**src/rtl/systolic_array_is_ctrl.sv**
```systemverilog
// Sequencer for the input-stationary systolic array: preload one input tile, stream weight vectors, flag psum outputs.
// Latency: a weight vector accepted in cycle t yields out_valid in cycle t+OUT_LATENCY (plus one per process_en-low cycle).
// Backpressure: a held out_valid without out_ready, or missing w_valid, drops process_en and freezes array, token pipe and counters.
module systolic_array_is_ctrl #(
    parameter int ARRAY_HEIGHT = 4,
    parameter int ARRAY_WIDTH  = 4,
    parameter int OUT_LATENCY  = 8,
    parameter int CNT_WIDTH    = 16
) (
    input  logic                 clk,
    input  logic                 rst_n,
    input  logic                 start,
    input  logic [CNT_WIDTH-1:0] num_vectors,
    output logic                 busy,
    output logic                 done,
    input  logic                 in_valid,
    output logic                 in_ready,
    input  logic                 w_valid,
    output logic                 w_ready,
    output logic                 out_valid,
    input  logic                 out_ready,
    output logic                 out_last,
    output logic                 input_en,
    output logic                 process_en
);

    // Reject geometries the sequencer cannot drive at elaboration time.
    if (ARRAY_HEIGHT < 1 || ARRAY_WIDTH < 1 || OUT_LATENCY < 1 || CNT_WIDTH < 1) begin : g_bad_param
        $error("systolic_array_is_ctrl: parameters must all be >= 1");
    end

    localparam int LW = $clog2(ARRAY_WIDTH + 1);
    localparam logic [LW-1:0] LOAD_LAST = LW'(ARRAY_WIDTH - 1);

    typedef enum logic [2:0] {
        S_IDLE,
        S_LOAD,
        S_STREAM,
        S_DRAIN,
        S_DONE
    } state_t;

    state_t                 state_q,   state_d;
    logic [CNT_WIDTH-1:0]   num_q,     num_d;
    logic [CNT_WIDTH-1:0]   issued_q,  issued_d;
    logic [CNT_WIDTH-1:0]   emitted_q, emitted_d;
    logic [LW-1:0]          load_q,    load_d;
    logic [OUT_LATENCY-1:0] pipe_q,    pipe_d;

    // Pipe extended by one bit so a single-stage pipe needs no special case.
    logic [OUT_LATENCY:0]   pipe_ext;
    logic                   token_in;
    logic                   stall;
    logic                   out_xfer;

    // Next-state, counter and handshake logic; every output defaults to its idle value.
    always_comb begin
        state_d    = state_q;
        num_d      = num_q;
        issued_d   = issued_q;
        emitted_d  = emitted_q;
        load_d     = load_q;
        pipe_d     = pipe_q;
        pipe_ext   = '0;
        token_in   = 1'b0;
        in_ready   = 1'b0;
        input_en   = 1'b0;
        w_ready    = 1'b0;
        process_en = 1'b0;
        done       = 1'b0;

        busy      = (state_q != S_IDLE);
        out_valid = pipe_q[OUT_LATENCY-1];
        out_last  = out_valid && (emitted_q == num_q - 1'b1);
        stall     = out_valid && !out_ready;

        case (state_q)
            S_IDLE: begin
                if (start) begin
                    if (num_vectors != '0) begin
                        num_d     = num_vectors;
                        issued_d  = '0;
                        emitted_d = '0;
                        load_d    = '0;
                        state_d   = S_LOAD;
                    end else begin
                        state_d = S_DONE;
                    end
                end
            end
            S_LOAD: begin
                input_en = in_valid;
                in_ready = in_valid;
                if (in_valid) begin
                    load_d = load_q + 1'b1;
                    if (load_q == LOAD_LAST) begin
                        state_d = S_STREAM;
                    end
                end
            end
            S_STREAM: begin
                process_en = w_valid && !stall;
                w_ready    = process_en;
                token_in   = 1'b1;
                if (process_en) begin
                    issued_d = issued_q + 1'b1;
                    if (issued_q + 1'b1 == num_q) begin
                        state_d = S_DRAIN;
                    end
                end
            end
            S_DRAIN: begin
                process_en = !stall;
            end
            S_DONE: begin
                done    = 1'b1;
                state_d = S_IDLE;
            end
            default: begin
                state_d = S_IDLE;
            end
        endcase

        // Token pipe mirrors the array pipeline and only advances with it.
        if (process_en) begin
            pipe_ext = {pipe_q, token_in};
            pipe_d   = pipe_ext[OUT_LATENCY-1:0];
        end

        out_xfer = out_valid && out_ready && process_en;
        if (out_xfer) begin
            emitted_d = emitted_q + 1'b1;
            if (out_last) begin
                state_d = S_DONE;
            end
        end
    end

    // State, counters and token pipe; synchronous active-low reset aborts any job.
    always_ff @(posedge clk) begin
        if (!rst_n) begin
            state_q   <= S_IDLE;
            num_q     <= '0;
            issued_q  <= '0;
            emitted_q <= '0;
            load_q    <= '0;
            pipe_q    <= '0;
        end else begin
            state_q   <= state_d;
            num_q     <= num_d;
            issued_q  <= issued_d;
            emitted_q <= emitted_d;
            load_q    <= load_d;
            pipe_q    <= pipe_d;
        end
    end

endmodule

```
**config.mk**
```make
export PLATFORM = sky130hd
export DESIGN_NAME = systolic_array_is_ctrl
export DESIGN_NICKNAME = d
export VERILOG_FILES = /design/src/rtl/systolic_array_is_ctrl.sv
export SDC_FILE = /design/constraint.sdc
export NUM_CORES = 1
export LEC_CHECK = 0
export CORE_AREA = 2 2 92 94
export DETAILED_ROUTE_END_ITERATION = 6
export DIE_AREA = 0 0 94 96
export GPL_TIMING_DRIVEN = 0
export MAX_ROUTING_LAYER = met4
export PLACE_DENSITY_LB_ADDON = 0.08
export SLEW_MARGIN = 20
export SYNTH_ARGS = -nofsm -noshare
export SYNTH_HDL_FRONTEND = slang
export SYNTH_SLANG_ARGS = --single-unit
```
**constraint.sdc**
```tcl
create_clock -name clk -period 6.8 [get_ports clk]
set_input_delay 1.36 -clock clk [delete_from_list [all_inputs] [get_ports clk]]
set_output_delay 1.36 -clock clk [all_outputs]
set_load 0.1 [all_outputs]
```
==> results of run 1 <==
## cells in the mapped netlist, types with 9 or more instances
cell | count | area, um2
xnor2_1 | 35 | 307
mux2i_1 | 9 | 90.1
and3_1 | 12 | 75.1
nand3_1 | 21 | 105
nor4_1 | 10 | 62.6
and2_1 | 12 | 75.1
dfxtp_1 | 62 | 1240
nand2_1 | 72 | 270
o21ai_0 | 25 | 125
xor2_1 | 12 | 105
clkbuf_1 | 29 | 109
nor2_1 | 20 | 75.1
nor2b_1 | 28 | 175
nor3_1 | 17 | 85.1
a21oi_1 | 17 | 85.1
nand4_1 | 12 | 75.1
a21boi_0 | 25 | 188
## final cells by class
class	instances	area (um2)	area share, %
clock inverter	6	38.8	0.871
inverter	8	30.0	0.675
buffer	36	155	3.49
sequential	62	1240	27.9
multi-input combinational	391	2440	54.7
clock buffer	10	128	2.87
tap	105	131	2.95
timing repair buffer	29	290	6.52
## how the worst max path moves through the flow
stage                     cells past startpoint      from    endpoint  slack [ps]
final                                         9  num_q[0]    out_last        1290
after detailed placement                      5   w_valid  process_en        1640
after global routing                          9  num_q[0]    out_last        1160
after floorplan                               8  num_q[0]    out_last        1760
after global placement                        5   w_valid  process_en        1650
after CTS                                     9  num_q[0]    out_last        1310
## per-stage QoR
step | worst slack, ps | hold slack [ps] | area [um2] | std cells
final | 1290 | 484 | 4450 | 647
after global routing | 1160 | 527 | 4450 | 647
after CTS | 1310 | 486 | 4450 | 647
after detailed placement | 1640 | 477 | 4290 | 631
after global placement | 1650 | 471 | 4290 | 631
after floorplan | 1760 | 458 | 3860 | 497
## cells by family (layout without fill, tap and decap cells)
family	count (synthesis)	in the layout	share of synthesized area [%]
compound gates	95	95	16.0
xor+xnor	47	47	10.7
fa+ha+maj	5	5	1.62
buf+inv	44	89	4.79
flops	62	62	32.1
mux	9	9	2.33
simple gates	235	235	32.4
## placed cells by master, fill, tap and decap left out, types with 5 or more instances in the layout
cell,instances
clkdlybuf4s50_1,29
nand4_1,12
nor3_1,17
nor2b_1,28
or3_1,8
a21boi_0,25
and3_1,12
nor2_1,20
xor2_1,12
nor4_1,10
mux2i_1,9
clkbuf_1,30
ha_1,5
and4_1,5
nand2_1,72
and2_1,12
o21ai_0,25
a21oi_1,17
clkbuf_8,9
inv_1,8
dfxtp_1,62
xnor2_1,35
nand3_1,21
o21a_1,5
## flip-flops by register name, indices dropped and copies added, names as in the netlist
| name | count |
|---|---|
| pipe_q | 8 |
| issued_q | 16 |
| num_q | 16 |
| state_q | 3 |
| load_q | 3 |
| emitted_q | 16 |
## tightest hold or removal path: stages, from the launching register on
cell	delay, ps
dfxtp_1	320
nand3_1	60
a21boi_0	60
## power by group
group	switching (W)	internal (W)
registers	0.00000617	0.000369
logic	0.0000823	0.0000591
clock network	0.000160	0.000131
## routing by layer
metal | vias up | global-route usage, % | wire length (um)
li1 | 1821 | - | -
met1 | 1730 | 35.0 | 5020
met3 | 13 | 3.05 | 531
met5 | - | - | 0
met2 | 110 | 38.2 | 4650
met4 | 0 | 9.42 | 197
==> results.json, run 1 <==
{
  "total_power_w": 0.000807,
  "setup-tns-final_ps": 0,
  "io_pins": 30,
  "drc": 0,
  "wire_per_inst_um": 16.1,
  "netlist_area_mm2": 0.00386,
  "ys_seq_area_share_pct": 32.1,
  "overflow": 0,
  "cpPeakStageDelay_ps": 1210,
  "clkTransAtPathRegs_ps": 80,
  "crit_required_ps": 5440,
  "synth_edf_count": 0,
  "vias": 3674,
  "final_util_pct": 55.3,
  "clkLatencyLatePin_ps": 350,
  "track_usage_pct": 25.3,
  "fp-row-count": 33,
  "finClkSkew_ps": 5.70,
  "status": "completed",
  "min_period_ps": 5510,
  "drtIter0Drc": 223,
  "area_growth_pct": 15.2,
  "period_share_pct": 81.0,
  "slowest_stage": "clkdlybuf4s50_1",
  "gp_congestion": 0.908,
  "slew_headroom_pct": 34.9,
  "path_class": "flip-flop to primary output",
  "syn_inst": 497,
  "finalSetupViolations": 0,
  "final_hold_viol_count": 0,
  "r2r-start": "state_q[0]",
  "worstRegToRegCells": 8,
  "maxCapViolCount": 0,
  "worstHoldPathCells": 2,
  "yosysWarnings": 0,
  "pwr_density_cell_mw_per_mm2": 181,
  "finalMaxSlewViolations": 0,
  "reg2reg_slack_ps": 3700,
  "worstHoldEndpoint": "load_q[1]",
  "cp_top_family": "simple AND/OR/NAND/NOR gates",
  "drive_gt1_share_pct": 4.80,
  "drt-vias-per-instance": 5.68,
  "synthFlopType": "dfxtp_1",
  "core_mm2": 0.00805,
  "htree_levels": 3,
  "tritoncts": "yes",
  "worst_slew_pin_slew_ps": 974,
  "cts_buffers": 9,
  "antenna_left": 0,
  "r2r-end": "state_q[0]",
  "start_util_pct": 48.0,
  "critPathMaxFanout": 7,
  "grt_pass1_vias": 3274,
  "p_leak_nw": 1.60,
  "grt_pass1_wl_mm": 16.9,
  "crit_buf_inv": 3,
  "post_cts_buffers": 0,
  "ctsResizeCount": 0,
  "cp.arrival_ps": 4150,
  "startpoint_type": "flip-flop",
  "die_x_um": 94,
  "synth_nets": 524,
  "die_area_mm2": 0.00902,
  "antenna_found_initial": 0,
  "ys_seq_elements": 62,
  "die_height_um": 96,
  "hold_buffers": 0,
  "rsz0062_at_grt": "false",
  "crit_path_end_kind": "primary output",
  "cts_sinks": 62,
  "path_cells": "buf_6 -> inv_1 -> ha_1 -> or4b_2 -> or4_1 -> nand2_1 -> nand4_1 -> nor4_2 -> clkdlybuf4s50_1",
  "clockBufferDepth": 2,
  "root_buffer": "clkbuf_8",
  "portBuffers": 29,
  "hp-class": "flip-flop to flip-flop",
  "diodes": 0,
  "grt_start_max_net_pins": 12,
  "synth_cell_types": 49,
  "routed_wl_mm": 10.4,
  "dp_hpwl_mm": 7.55,
  "fmax_mhz": 182,
  "syn_area_per_cell_um2": 7.77,
  "fillers": 805,
  "synthArstFlopShare_pct": 0,
  "dr.pass1.iters": 5,
  "final_nets": 564,
  "ir_drop_mv": 0.0770,
  "hold_start": "load_q[1]"
}
(Power assumes the default switching activity.)
==> inputs of run 2 (changes only) <==
clock period = 5.65 ns   (was 6.8 ns; I/O delays follow)
==> results of run 2 <==
The final DEF is identical to that of run 1. Status: completed.
Main changes from that run: setup slack after placement 1640 ps -> 789 ps; setup slack after layout 1290 ps -> 373 ps; register-to-register setup slack 3700 ps -> 2550 ps; total power 0.000807 W -> 0.000972 W; worst IR drop on VDD 0.0770 mV -> 0.0927 mV
